`src/rtl/cpu_controller_if.sv`:
```
// Control bundle between the switch/top-level glue, the controller and the datapath.
// Handshake: the glue drives s/load/in; the controller reports w=1 while idle in WAIT.
interface cpu_controller_if;
  logic        s;
  logic        load;
  logic [15:0] in;
  logic        w;
  logic [15:0] datapath_in;
  logic [2:0]  writenum;
  logic [2:0]  readnum;
  logic        write;
  logic        loada;
  logic        loadb;
  logic        loadc;
  logic        loads;
  logic        asel;
  logic        bsel;
  logic        vsel;
  logic [1:0]  shift;
  logic [1:0]  ALUop;

  modport master (
    output s, load, in,
    input  w, datapath_in, writenum, readnum, write, loada, loadb, loadc, loads,
           asel, bsel, vsel, shift, ALUop
  );

  modport slave (
    input  s, load, in,
    output w, datapath_in, writenum, readnum, write, loada, loadb, loadc, loads,
           asel, bsel, vsel, shift, ALUop
  );
endinterface

```
`src/rtl/cpu_controller.sv`:
```
// Instruction sequencer: latches one 16-bit instruction and walks a Moore FSM that
// drives register-file, pipeline-register, mux and ALU controls of the datapath.
module cpu_controller (
  input  logic               clk,
  input  logic               reset,
  cpu_controller_if.slave    bus,
  output logic [2:0]         o_dbg_state
);

  typedef enum logic [2:0] {
    S_WAIT      = 3'd0,
    S_DECODE    = 3'd1,
    S_WRITE_IMM = 3'd2,
    S_GET_A     = 3'd3,
    S_GET_B     = 3'd4,
    S_ALU       = 3'd5,
    S_WRITE_RD  = 3'd6
  } state_t;

  typedef struct packed {
    logic       w;
    logic [2:0] writenum;
    logic [2:0] readnum;
    logic       write;
    logic       loada;
    logic       loadb;
    logic       loadc;
    logic       loads;
    logic       asel;
    logic       bsel;
    logic       vsel;
    logic [1:0] shift;
    logic [1:0] aluop;
  } ctrl_t;

  state_t      r_state;
  logic [15:0] r_ir;
  ctrl_t       r_ctrl;

  state_t      w_next_state;
  logic [15:0] w_next_ir;
  logic [4:0]  w_opcode_op;

  assign w_opcode_op = r_ir[15:11];

  // Control word for a state given the instruction it is executing.
  function automatic ctrl_t ctrl_for(input state_t st, input logic [15:0] ir);
    ctrl_t c;
    c = '0;
    case (st)
      S_WAIT:      c.w = 1'b1;
      S_WRITE_IMM: begin
        c.vsel     = 1'b1;
        c.write    = 1'b1;
        c.writenum = ir[10:8];
      end
      S_GET_A: begin
        c.readnum = ir[10:8];
        c.loada   = 1'b1;
      end
      S_GET_B: begin
        c.readnum = ir[2:0];
        c.loadb   = 1'b1;
      end
      S_ALU: begin
        c.shift = ir[4:3];
        if (ir[15:13] == 3'b110) begin
          // MOV reg runs through the ALU as 0 + shifted Rm.
          c.asel  = 1'b1;
          c.loadc = 1'b1;
        end else begin
          c.aluop = ir[12:11];
          if (ir[12:11] == 2'b01) c.loads = 1'b1;
          else                    c.loadc = 1'b1;
        end
      end
      S_WRITE_RD: begin
        c.write    = 1'b1;
        c.writenum = ir[7:5];
      end
      default: c = '0;
    endcase
    return c;
  endfunction

  always_comb begin
    w_next_ir    = (r_state == S_WAIT && bus.load) ? bus.in : r_ir;
    w_next_state = r_state;
    case (r_state)
      S_WAIT:      if (bus.s) w_next_state = S_DECODE;
      S_DECODE: begin
        case (w_opcode_op)
          5'b110_10:                      w_next_state = S_WRITE_IMM;
          5'b110_00, 5'b101_11:           w_next_state = S_GET_B;
          5'b101_00, 5'b101_01, 5'b101_10: w_next_state = S_GET_A;
          default:                        w_next_state = S_WAIT;
        endcase
      end
      S_WRITE_IMM: w_next_state = S_WAIT;
      S_GET_A:     w_next_state = S_GET_B;
      S_GET_B:     w_next_state = S_ALU;
      S_ALU:       w_next_state = (w_opcode_op == 5'b101_01) ? S_WAIT : S_WRITE_RD;
      S_WRITE_RD:  w_next_state = S_WAIT;
      default:     w_next_state = S_WAIT;
    endcase
  end

  // Outputs are registered from the destination state so they stay glitch-free Moore outputs.
  always_ff @(posedge clk) begin
    if (reset) begin
      r_state <= S_WAIT;
      r_ir    <= 16'h0000;
      r_ctrl  <= ctrl_for(S_WAIT, 16'h0000);
    end else begin
      r_state <= w_next_state;
      r_ir    <= w_next_ir;
      r_ctrl  <= ctrl_for(w_next_state, w_next_ir);
    end
  end

  assign bus.datapath_in = {{8{r_ir[7]}}, r_ir[7:0]};
  assign bus.w           = r_ctrl.w;
  assign bus.writenum    = r_ctrl.writenum;
  assign bus.readnum     = r_ctrl.readnum;
  assign bus.write       = r_ctrl.write;
  assign bus.loada       = r_ctrl.loada;
  assign bus.loadb       = r_ctrl.loadb;
  assign bus.loadc       = r_ctrl.loadc;
  assign bus.loads       = r_ctrl.loads;
  assign bus.asel        = r_ctrl.asel;
  assign bus.bsel        = r_ctrl.bsel;
  assign bus.vsel        = r_ctrl.vsel;
  assign bus.shift       = r_ctrl.shift;
  assign bus.ALUop       = r_ctrl.aluop;
  assign o_dbg_state     = r_state;

endmodule

```
`src/flat_wrapper.sv`:
```
// flat-port wrapper written by rule: the top's interface ports become plain ports
module cpu_controller_flat 
  (clk, reset, o_dbg_state, bus_s, bus_load, bus_in, bus_w, bus_datapath_in, bus_writenum, bus_readnum, bus_write, bus_loada, bus_loadb, bus_loadc, bus_loads, bus_asel, bus_bsel, bus_vsel, bus_shift, bus_ALUop);
  cpu_controller_if bus_i ();
  input  logic clk;
  input  logic reset;
  output logic [2:0] o_dbg_state;
  input wire logic [$bits(bus_i.s)-1:0] bus_s;
  input wire logic [$bits(bus_i.load)-1:0] bus_load;
  input wire logic [$bits(bus_i.in)-1:0] bus_in;
  output wire logic [$bits(bus_i.w)-1:0] bus_w;
  output wire logic [$bits(bus_i.datapath_in)-1:0] bus_datapath_in;
  output wire logic [$bits(bus_i.writenum)-1:0] bus_writenum;
  output wire logic [$bits(bus_i.readnum)-1:0] bus_readnum;
  output wire logic [$bits(bus_i.write)-1:0] bus_write;
  output wire logic [$bits(bus_i.loada)-1:0] bus_loada;
  output wire logic [$bits(bus_i.loadb)-1:0] bus_loadb;
  output wire logic [$bits(bus_i.loadc)-1:0] bus_loadc;
  output wire logic [$bits(bus_i.loads)-1:0] bus_loads;
  output wire logic [$bits(bus_i.asel)-1:0] bus_asel;
  output wire logic [$bits(bus_i.bsel)-1:0] bus_bsel;
  output wire logic [$bits(bus_i.vsel)-1:0] bus_vsel;
  output wire logic [$bits(bus_i.shift)-1:0] bus_shift;
  output wire logic [$bits(bus_i.ALUop)-1:0] bus_ALUop;
  assign bus_i.s = bus_s;
  assign bus_i.load = bus_load;
  assign bus_i.in = bus_in;
  assign bus_w = bus_i.w;
  assign bus_datapath_in = bus_i.datapath_in;
  assign bus_writenum = bus_i.writenum;
  assign bus_readnum = bus_i.readnum;
  assign bus_write = bus_i.write;
  assign bus_loada = bus_i.loada;
  assign bus_loadb = bus_i.loadb;
  assign bus_loadc = bus_i.loadc;
  assign bus_loads = bus_i.loads;
  assign bus_asel = bus_i.asel;
  assign bus_bsel = bus_i.bsel;
  assign bus_vsel = bus_i.vsel;
  assign bus_shift = bus_i.shift;
  assign bus_ALUop = bus_i.ALUop;
  cpu_controller u_core (.clk(clk), .reset(reset), .bus(bus_i), .o_dbg_state(o_dbg_state));
endmodule
```
`config.mk`:
```
export PLATFORM = sky130hd
export DESIGN_NAME = cpu_controller_flat
export DESIGN_NICKNAME = d
export VERILOG_FILES = /design/src/rtl/cpu_controller_if.sv /design/src/rtl/cpu_controller.sv /design/src/flat_wrapper.sv
export SDC_FILE = /design/constraint.sdc
export NUM_CORES = 1
export LEC_CHECK = 0
export CAP_MARGIN = 20
export CORE_UTILIZATION = 37
export CTS_BUF_LIST = sky130_fd_sc_hd__clkbuf_8
export DETAILED_ROUTE_END_ITERATION = 6
export GPL_TIMING_DRIVEN = 0
export PLACE_DENSITY = 0.79
export SLEW_MARGIN = 20
export SYNTH_ARGS = -nofsm -noshare
export SYNTH_HDL_FRONTEND = slang
export SYNTH_SLANG_ARGS = --single-unit
```
`constraint.sdc`:
```
create_clock -name clk -period 2.9 [get_ports clk]
set_input_delay 0.435 -clock clk [delete_from_list [all_inputs] [get_ports clk]]
set_output_delay 0.435 -clock clk [all_outputs]
set_load 0.02 [all_outputs]
```
==> impl_metrics.env, run 1 <==
export IMPL_status="complete, no violations"
export IMPL_skew_ns=0.00790
export IMPL_num_io_pins=58
export IMPL_nets=248
export IMPL_rows=23
export IMPL_combinationalPowerShare_pct=16.4
export IMPL_ir_drop_mv=0.328
export IMPL_synth_area_sq_um=1600
export IMPL_utilization_pct=56.3
export IMPL_insertion_delay_ns=0.29
export IMPL_routed_wl_um=3600
export IMPL_worstSetupPathType="reg2out"
export IMPL_grt_overflow_total=0
export IMPL_root_buffer="clkbuf_8"
export IMPL_final_cells=279
export IMPL_max_freq_ghz=0.501
export IMPL_cts_repair_timing_setup_buffer_count=0
export IMPL_mostFrequentLayoutCell="clkdlybuf4s50_1"
export IMPL_worst_slew_margin_rel_pct=38.7
export IMPL_fill_cells=375
export IMPL_intPower_uw=783
export IMPL_ys_warn_count=0
export IMPL_hp_start="u_core.r_ir[0]$_SDFF_PP0_"
export IMPL_syn_num_nets=186
export IMPL_layout_common_cells="55 x clkdlybuf4s50_1, 37 x dfxtp_1, 20 x nand2_1"
export IMPL_drtPass1Iterations=4
export IMPL_rr_worst_depth=4
export IMPL_fp_dieW_um=67.8
export IMPL_antenna_cells=0
export IMPL_dp_hpwl_um=2670
export IMPL_drt_iter0_drc=45
export IMPL_leakage_uw=0.000911
export IMPL_fp_dieArea_sq_um=4600
export IMPL_core_area_sq_um=4090
export IMPL_setup_tns_ns=0
export IMPL_ys_seq_area_share_pct=46.2
export IMPL_p_sw_share_pct=25.8
export IMPL_r2r_end="u_core.bus.ALUop[1]$_SDFF_PP0_"
export IMPL_syn_avg_cell_area_sq_um=9.66
export IMPL_hold_depth=2
export IMPL_fin_ws_ns=0.906
export IMPL_grt_max_degree=13
export IMPL_post_place_ws_ns=0.629
export IMPL_clkPwrFrac_pct=32.9
export IMPL_drive_above_1_share_pct=18.3
export IMPL_finalSetupViolCount=0
export IMPL_start_util_pct=39.2
export IMPL_min_period_ns=1.99
export IMPL_ys_flop_type="dfxtp_1"
export IMPL_via_per_inst=4.79
export IMPL_clock_sinks=37
export IMPL_grt_use_total_pct=16.7
export IMPL_fin_crit_sh_pct=68.8
export IMPL_holdPathEnd="u_core.r_ir[0]$_SDFF_PP0_"
export IMPL_synthArstFlopShare_pct=0
export IMPL_grt_pass1_vias=1246
export IMPL_drv_slew=0
export IMPL_max_cap_violations=0
export IMPL_worst_pin_slew_ns=0.918
export IMPL_dp_cells=271
export IMPL_ctsHoldBuffers=0
export IMPL_critPathCaptureType="primary output"
export IMPL_grt_pass1_wl_um=5600
export IMPL_rsz0062_at_grt="no"
export IMPL_cts_max_path_buffers=2
export IMPL_ctsHtreeMaxLevel=2
export IMPL_hold_path_class="reg2reg"
export IMPL_vias=1337
export IMPL_port_buffers=55
export IMPL_antenna_found_initial=0
export IMPL_seq_power_share_pct=50.7
export IMPL_clkSlewWorstSetupHoldPaths_ns=0.08
export IMPL_cts_tree="done"
export IMPL_routabilityCongestion=0.784
export IMPL_arrival_ns=1.56
export IMPL_holdWs_ns=0.480
export IMPL_timing_rr_start="u_core.r_ir[11]$_SDFF_PP0_"
export IMPL_cp_required_ns=2.47
export IMPL_hold_violations=0
export IMPL_drc=0
export IMPL_start_kind="register"
export IMPL_synth_edf_count=0
export IMPL_numCtsBuffers=5
export IMPL_die_y_um=67.8
export IMPL_yosysUniqueCellTypes=41
export IMPL_r2r_slack_ns=0.97
export IMPL_drt_wirelength_per_cell_um=12.9
export IMPL_crit_fanout=10
export IMPL_ys_ff_latch=37
export IMPL_postSynthCellCount=166
export IMPL_post_cts_resized=0
export IMPL_ant_nets=0
export IMPL_syn_to_final_growth_pct=43.6
export IMPL_netSwitchingPower_uw=273
export IMPL_p_per_area_nw_per_um2=459
==> worst max-delay path, cell delays in order, from the launching register on <==
cell,delay [ns]
dfxtp_1,0.50
buf_4,0.17
clkdlybuf4s50_1,0.60
==> sequential cells by signal (all words and copies together), names as in the netlist, 2 cells and up <==
register             flops
u_core.bus.writenum      3
u_core.bus.readnum       3
u_core.r_ir             16
u_core.o_dbg_state       3
u_core.bus.ALUop         2
u_core.bus.shift         2
==> worst max path at each step <==
stage,cells after the start,to,from,slack (ns)
after floorplan,6,u_core.bus.loadc$_SDFF_PP0_,u_core.o_dbg_state[0]$_SDFF_PP0_,1.04
after global placement,6,u_core.bus.loadc$_SDFF_PP0_,bus_load,0.62
after detailed placement,6,u_core.bus.loadc$_SDFF_PP0_,bus_load,0.63
after CTS,2,bus_datapath_in[7],u_core.r_ir[7]$_SDFF_PP0_,0.88
after global routing,4,u_core.bus.shift[0]$_SDFF_PP0_,u_core.r_ir[11]$_SDFF_PP0_,0.76
final,2,bus_datapath_in[7],u_core.r_ir[7]$_SDFF_PP0_,0.91
==> layer usage <==
layer  share of wire, %  global-route usage, %  wire (um)  up-vias
met5                  0                      0          0        -
met2                 48                   26.6       1720       50
met3                7.1                   4.50        256        5
met1                 44                   20.5       1570      603
li1                   -                      -          -      679
met4                1.2                   8.59         44        0
==> cells in the mapped netlist, drive strengths merged (2+ instances only) <==
library cell	instances	area, sq um
o21ai	2	10.0
nor3b	3	32.5
nand3	5	25.0
dfxtp	37	741
and2	3	18.8
nand2	20	75.1
o31ai	2	20.0
inv	4	15.0
buf	22	178
nor2	14	52.6
nor3	4	30.0
o2bb2ai	3	26.3
clkbuf	2	7.51
nor2b	2	12.5
mux2i	8	80.1
o21a	2	15.0
nand3b	3	22.5
o22ai	3	18.8
a21oi	10	50.1
or4b	3	33.8
==> power groups by stage <==
stage	clock, uW	sequential (uW)	combinational (uW)
2_1_floorplan	0	547	102
3_3_place_gp	0	547	172
3_5_place_dp	0	548	174
4_1_cts	358	536	174
5_1_grt	381	538	188
6_report	347	536	173
==> cell families (layout without fill, tap and decap cells) <==
family / after synthesis / count (layout) / synth area share [%]
AND/OR/NAND/NOR: 64 / 64 / 22.9
flip-flops: 37 / 37 / 46.2
AO/OA/AOI/OAI: 28 / 28 / 13.2
buffers and inverters: 28 / 91 / 12.5
multiplexers: 8 / 8 / 5.00
other: 1 / 1 / 0.234
==> stage by stage <==
| stage | area [sq um] | total power, uW |
|---|---|---|
| floorplan | 1600 | 649 |
| global placement | 2220 | 719 |
| detailed placement | 2220 | 722 |
| CTS | 2300 | 1070 |
| global route | 2300 | 1110 |
| finish | 2300 | 1060 |
==> final cells by class <==
class,count,area [sq um],share of cell area [%]
tap,50,62.6,2.72
clock inverter,3,17.5,0.761
clock buffer,5,68.8,2.99
multi-input combinational,101,662,28.7
buffer,24,185,8.04
sequential,37,741,32.2
timing repair buffer,55,551,23.9
inverter,4,15.0,0.652
(Power assumes the default switching activity.)
==> run 2, diff against run 1 <==
Settings changed: PLACE_DENSITY 0.79 to 0.82.
Clock period 2.9 ns to 1.6 ns, I/O delays scaled along.
==> run 2 against run 1 <==
The run now ends with negative setup slack left. Critical path depth grew 4. Worst hold slack about the same. Clock-buffer cell count did not move. Clock power is 140% higher. Utilization rose by 8.1 points. Routed wire length rose by 20%. Critical path type is now reg2reg. Critical endpoint is now u_core.bus.writenum[1]$_SDFF_PP0_. Largest cell class is now buffers. Largest power group unchanged.
==> impl_metrics.env, run 2 (synthesis gave the netlist of run 1 again) <==
export IMPL_cts_max_path_buffers=2
export IMPL_grt_pass1_wl_um=6220
export IMPL_drt_iter0_drc=50
export IMPL_path_cells="or4b_4 -> buf_8 -> buf_8 -> mux2i_4 -> o22ai_2 -> and2_1"
export IMPL_grt_use_total_pct=19.2
export IMPL_antenna_found_initial=0
export IMPL_start_kind="register"
export IMPL_critPathCaptureType="register"
export IMPL_ir_drop_mv=0.619
export IMPL_arrival_ns=1.97
export IMPL_hold_violations=0
export IMPL_violations="negative setup slack"
export IMPL_die_y_um=67.8
export IMPL_crit_family="simple AND/OR/NAND/NOR gates"
export IMPL_grt_overflow_total=0
export IMPL_slowest_delay_ns=0.59
export IMPL_hp_start="u_core.r_ir[1]$_SDFF_PP0_"
export IMPL_largest_register="u_core.r_ir"
export IMPL_drv_slew=0
export IMPL_core_area_sq_um=4090
export IMPL_fin_crit_sh_pct=111
export IMPL_layout_common_cells="37 x clkdlybuf4s50_1, 32 x buf_4, 28 x dfxtp_1"
export IMPL_drive_above_1_share_pct=38.3
export IMPL_combinationalPowerShare_pct=17.0
export IMPL_crit_fanout=6
export IMPL_largest_reg_flops=16
export IMPL_ctsHtreeMaxLevel=2
export IMPL_antenna_cells=0
export IMPL_insertion_delay_ns=0.30
export IMPL_syn_to_final_growth_pct=64.4
export IMPL_finalSetupViolCount=18
export IMPL_seq_power_share_pct=45.0
export IMPL_routabilityCongestion=0.849
export IMPL_dp_hpwl_um=2700
export IMPL_nets=262
export IMPL_min_period_ns=1.77
export IMPL_max_freq_ghz=0.565
export IMPL_dpl_cell_area_sq_um=2220
export IMPL_worst_pin_slew_ns=0.744
export IMPL_cpMostUsedCell="buf_8"
export IMPL_fill_cells=336
export IMPL_grt_pass1_vias=1276
export IMPL_clkPwrFrac_pct=38.0
export IMPL_utilization_pct=64.5
export IMPL_drc=0
export IMPL_fin_ws_ns=-0.169
export IMPL_start_util_pct=39.2
export IMPL_hold_depth=2
export IMPL_intPower_uw=1610
export IMPL_timing_rr_start="u_core.o_dbg_state[2]$_SDFF_PP0_"
export IMPL_drtPass1Iterations=4
export IMPL_rr_worst_depth=6
export IMPL_grt_max_degree=14
export IMPL_leakage_uw=0.00113
export IMPL_max_cap_violations=0
export IMPL_critical_path_slowest_cell="or4b_4"
export IMPL_cts_tree="done"
export IMPL_critPathBufInv=2
export IMPL_rows=23
export IMPL_r2r_slack_ns=-0.17
export IMPL_worstSetupPathType="reg2reg"
export IMPL_status="complete, but fails checks"
export IMPL_skew_ns=0.00973
export IMPL_ant_nets=0
export IMPL_root_buffer="clkbuf_8"
export IMPL_fp_dieArea_sq_um=4600
export IMPL_drt_wirelength_per_cell_um=14.7
export IMPL_mostFrequentLayoutCell="clkdlybuf4s50_1"
export IMPL_p_sw_share_pct=25.9
export IMPL_num_io_pins=58
export IMPL_holdPathEnd="u_core.r_ir[1]$_SDFF_PP0_"
export IMPL_p_per_area_nw_per_um2=824
export IMPL_hold_path_class="reg2reg"
export IMPL_cp_required_ns=1.80
export IMPL_rsz0062_at_grt="yes"
export IMPL_worst_slew_margin_rel_pct=50.4
export IMPL_vias=1445
export IMPL_fp_dieW_um=67.8
export IMPL_fin_area_sq_um=2640
export IMPL_r2r_end="u_core.bus.writenum[1]$_SDFF_PP0_"
export IMPL_post_place_ws_ns=-0.499
export IMPL_routed_wl_um=4300
export IMPL_via_per_inst=4.93
export IMPL_clock_sinks=37
export IMPL_port_buffers=55
export IMPL_clkSlewWorstSetupHoldPaths_ns=0.08
export IMPL_netSwitchingPower_uw=563
export IMPL_numCtsBuffers=5
run 2: changes by cell type in the layout (fill, tap and decap cells not counted), moves of 3 or more:
cell,before,now
nor2_1,14,11
dlygate4sd2_1,0,13
clkdlybuf4s50_1,55,37
buf_4,18,32
nor2_2,0,3
dlymetal6s2s_1,0,3
nand2_1,20,17
dfxtp_2,0,5
dfxtp_4,0,4
a21oi_1,10,6
mux2i_2,0,3
dfxtp_1,37,28
mux2i_1,8,3
run 2: power groups by stage:
| stage | combinational [uW] | clock, uW | sequential (uW) |
|---|---|---|---|
| CTS | 336 | 845 | 976 |
| global placement | 311 | 0 | 991 |
| detailed placement | 316 | 0 | 993 |
| finish | 369 | 825 | 977 |
| global route | 392 | 888 | 982 |
| floorplan | 185 | 0 | 992 |
run 2: tightest hold or removal path, delay by kind of cell (launching register included):
kind | cells | cell delay (ns)
AOI/OAI and AO/OA | 1 | 0.05
DFF | 1 | 0.32
and+or+nand+nor | 1 | 0.06
run 2: what timing repair did:
item | in CTS | in global routing
setup buffers | 12 | 6
resized for setup | 48 | 23
pin swaps | 13 | 9
gates cloned | 0 | 0
setup endpoints to repair | 41 | 25
hold endpoints to repair | 0 | 0
hold buffers | 0 | 0
run 2: layout make-up:
| cell class | count | area, sq um | area share (%) |
|---|---|---|---|
| sequential | 37 | 762 | 28.9 |
| clock buffer | 5 | 68.8 | 2.61 |
| tap | 50 | 62.6 | 2.37 |
| inverter | 4 | 15.0 | 0.570 |
| multi-input combinational | 101 | 827 | 31.4 |
| timing repair buffer | 72 | 692 | 26.3 |
| clock inverter | 3 | 46.3 | 1.76 |
| buffer | 21 | 161 | 6.13 |
run 2: how the worst max path moves through the flow:
stage,start,to,cells past startpoint
after CTS,u_core.o_dbg_state[1]$_SDFF_PP0_,u_core.bus.writenum[1]$_SDFF_PP0_,6
after detailed placement,bus_load,u_core.bus.writenum[1]$_SDFF_PP0_,7
after global placement,bus_load,u_core.bus.loadc$_SDFF_PP0_,6
after floorplan,u_core.o_dbg_state[0]$_SDFF_PP0_,u_core.bus.loadc$_SDFF_PP0_,6
final,u_core.o_dbg_state[2]$_SDFF_PP0_,u_core.bus.writenum[1]$_SDFF_PP0_,6
after global routing,u_core.o_dbg_state[2]$_SDFF_PP0_,u_core.bus.writenum[1]$_SDFF_PP0_,6
run 2: through the flow:
stage               TNS, ns  cells  total power, uW  hold slack [ns]
floorplan             -2.06    166             1180            0.376
global placement     -10.85    271             1300            0.468
detailed placement   -11.33    271             1310            0.477
CTS                  -0.976    288             2160            0.434
global route          -2.03    293             2260            0.509
finish                -1.36    293             2170            0.480
run 2: routing by layer:
layer / vias to the layer above / track usage, % / share of wire [%]
met5: - / 0 / 0
met4: 0 / 9.38 / 1.7
met3: 7 / 4.33 / 5.4
met2: 45 / 31.3 / 51
met1: 683 / 23.6 / 42
li1: 710 / - / -
==> run 3, diff against run 2 <==
Settings changed: CORE_MARGIN set to 10.
==> run 3 against run 2 <==
Highest routed layer unchanged. Critical path depth grew 1. Critical endpoint unchanged. Sequential share of layout area grew 0.12 points. Flip-flop and latch count is the same. The flow still finishes with violations (negative setup slack).
==> impl_metrics.env, run 3 (synthesis gave the netlist of run 1 again) <==
export IMPL_routed_wl_um=4760
export IMPL_rows=23
export IMPL_die_y_um=85.8
export IMPL_critPathBufInv=3
export IMPL_rr_worst_depth=6
export IMPL_finalPower_uw=2170
export IMPL_netSwitchingPower_uw=524
export IMPL_grt_util_met3_pct=5.49
export IMPL_worstSetupPathType="in2reg"
export IMPL_clkSlewWorstSetupHoldPaths_ns=0.07
export IMPL_cp_required_ns=1.78
export IMPL_intPower_uw=1640
export IMPL_nets=259
export IMPL_crit_family="buffers and inverters"
export IMPL_mostFrequentLayoutCell="clkdlybuf4s50_1"
export IMPL_drv_slew=0
export IMPL_ctsHtreeMaxLevel=2
export IMPL_fin_crit_sh_pct=108
export IMPL_vias=1420
export IMPL_use_met1_pct=14.8
export IMPL_gr_max_usage_layer="met2"
export IMPL_grt_max_degree=12
export IMPL_grt_pass1_wl_um=7850
export IMPL_dp_hpwl_um=3220
export IMPL_dp_cells=271
export IMPL_rsz0062_at_grt="yes"
export IMPL_critical_path_slowest_cell="or4b_4"
export IMPL_cts_max_path_buffers=2
export IMPL_antenna_cells=0
export IMPL_max_cap_violations=0
export IMPL_r2r_slack_ns=-0.12
export IMPL_seq_power_share_pct=45.2
export IMPL_hold_violations=0
export IMPL_hold_path_class="in2reg"
export IMPL_fill_cells=331
export IMPL_grt_pass1_vias=1495
export IMPL_routabilityCongestion=0.807
export IMPL_via_per_inst=4.90
export IMPL_start_util_pct=39.2
export IMPL_largest_register="u_core.r_ir"
export IMPL_timing_rr_start="u_core.o_dbg_state[2]$_SDFF_PP0_"
export IMPL_leakage_uw=0.00114
export IMPL_critPathCaptureType="register"
export IMPL_syn_to_final_growth_pct=64.2
export IMPL_drt_wirelength_per_cell_um=16.4
export IMPL_fin_ws_ns=-0.123
export IMPL_holdPathEnd="u_core.o_dbg_state[1]$_SDFF_PP0_"
export IMPL_core_area_sq_um=4090
export IMPL_worst_slew_margin_rel_pct=54.7
export IMPL_hp_start="reset"
export IMPL_drt_iter0_drc=97
export IMPL_numCtsBuffers=5
export IMPL_hold_depth=2
export IMPL_p_sw_share_pct=24.2
export IMPL_fp_dieArea_sq_um=7360
export IMPL_num_io_pins=58
export IMPL_ir_drop_mv=0.522
export IMPL_clock_sinks=37
export IMPL_slowest_delay_ns=0.50
export IMPL_grt_overflow_total=0
export IMPL_antenna_found_initial=0
export IMPL_grt_use_met2_pct=22.0
export IMPL_violations="negative setup slack"
export IMPL_finalSetupViolCount=14
export IMPL_r2r_end="u_core.bus.writenum[1]$_SDFF_PP0_"
export IMPL_clkPwrFrac_pct=38.0
export IMPL_cts_tree="done"
export IMPL_insertion_delay_ns=0.29
export IMPL_p_per_area_nw_per_um2=822
export IMPL_grt_use_total_pct=13.2
export IMPL_arrival_ns=1.91
export IMPL_fp_dieW_um=85.8
export IMPL_drtPass1Iterations=4
export IMPL_layout_common_cells="37 x clkdlybuf4s50_1, 29 x buf_4, 28 x dfxtp_1"
export IMPL_min_period_ns=1.72
export IMPL_start_kind="input pin"
export IMPL_skew_ns=0.00914
export IMPL_drive_above_1_share_pct=35.8
export IMPL_largest_reg_flops=16
export IMPL_worst_pin_slew_ns=0.679
export IMPL_cpMostUsedCell="buf_8"
export IMPL_path_cells="clkdlybuf4s50_1 -> or4b_4 -> buf_8 -> buf_8 -> mux2i_4 -> o22ai_2 -> and2_1"
export IMPL_final_cells=290
export IMPL_ant_nets=0
export IMPL_drc=0
export IMPL_root_buffer="clkbuf_8"
export IMPL_status="complete, but fails checks"
export IMPL_port_buffers=55
export IMPL_combinationalPowerShare_pct=16.8
export IMPL_post_place_ws_ns=-0.457
export IMPL_max_freq_ghz=0.580
export IMPL_crit_fanout=6
-- run 3: cell types whose count changed in the layout (fill, tap and decap cells not counted), moves of 2 or more --
| cell | change |
|---|---|
| buf_4 | -3 |
| dlygate4sd2_1 | -2 |
| nor2_1 | +2 |
| mux2i_4 | +3 |
| dlymetal6s2s_1 | +2 |
| nor2_2 | -2 |
| mux2i_2 | -2 |
-- run 3: per-stage QoR --
step | TNS (ns) | instance area, sq um | util [%] | hold WS, ns
floorplan | -2.06 | 1610 | - | 0.376
global placement | -9.73 | 2220 | 54.3 | 0.468
detailed placement | -10.65 | 2220 | 54.3 | 0.480
CTS | -0.671 | 2550 | 62.5 | 0.449
global route | -1.63 | 2630 | 64.4 | 0.487
finish | -0.786 | 2630 | 64.4 | 0.470
-- run 3: worst reg2reg max path: stages (launching register included) --
cell	delay, ns
dfxtp_4	0.36
or4b_4	0.57
buf_8	0.17
buf_8	0.13
mux2i_4	0.18
o22ai_2	0.07
and2_1	0.14
-- run 3: power groups by stage --
stage / registers, uW / logic, uW / clock network [uW]
floorplan: 992 / 185 / 0
global placement: 991 / 314 / 0
detailed placement: 994 / 318 / 0
CTS: 979 / 351 / 838
global route: 985 / 390 / 886
finish: 979 / 364 / 822
-- run 3: timing repair --
item | CTS | global route
hold buffers | 0 | 0
endpoints found under the hold margin | 0 | 0
buffers inserted | 12 | 2
pin swaps | 11 | 3
resized for setup | 56 | 15
endpoints found under the setup margin | 41 | 24
-- run 3: worst max-delay path by stage --
stage / endpoint / slack, ns / depth (start not counted) / startpoint
final: u_core.bus.writenum[1]$_SDFF_PP0_ / -0.12 / 7 / bus_load
after global routing: u_core.bus.writenum[1]$_SDFF_PP0_ / -0.17 / 7 / bus_load
after CTS: u_core.bus.writenum[1]$_SDFF_PP0_ / -0.13 / 6 / u_core.o_dbg_state[1]$_SDFF_PP0_
after detailed placement: u_core.bus.writenum[1]$_SDFF_PP0_ / -0.46 / 7 / bus_load
after global placement: u_core.bus.loadc$_SDFF_PP0_ / -0.44 / 6 / bus_load
after floorplan: u_core.bus.loadc$_SDFF_PP0_ / -0.22 / 6 / u_core.o_dbg_state[0]$_SDFF_PP0_
-- run 3: cell type report --
type	count	area, sq um	area share [%]
clock buffers	6	82.6	3.14
plain buffers	21	158	5.99
flip-flops and latches	37	764	29.0
multi-input cells	101	836	31.7
inverters	4	15.0	0.570
repair buffers	69	681	25.9
clock inverters	2	33.8	1.28
well taps	50	62.6	2.38
-- run 3: routing by layer --
layer | up-vias | share of wire (%)
met1 | 664 | 41
met3 | 5 | 9.2
met5 | - | 0
met2 | 50 | 48
li1 | 701 | -
met4 | 0 | 1.1
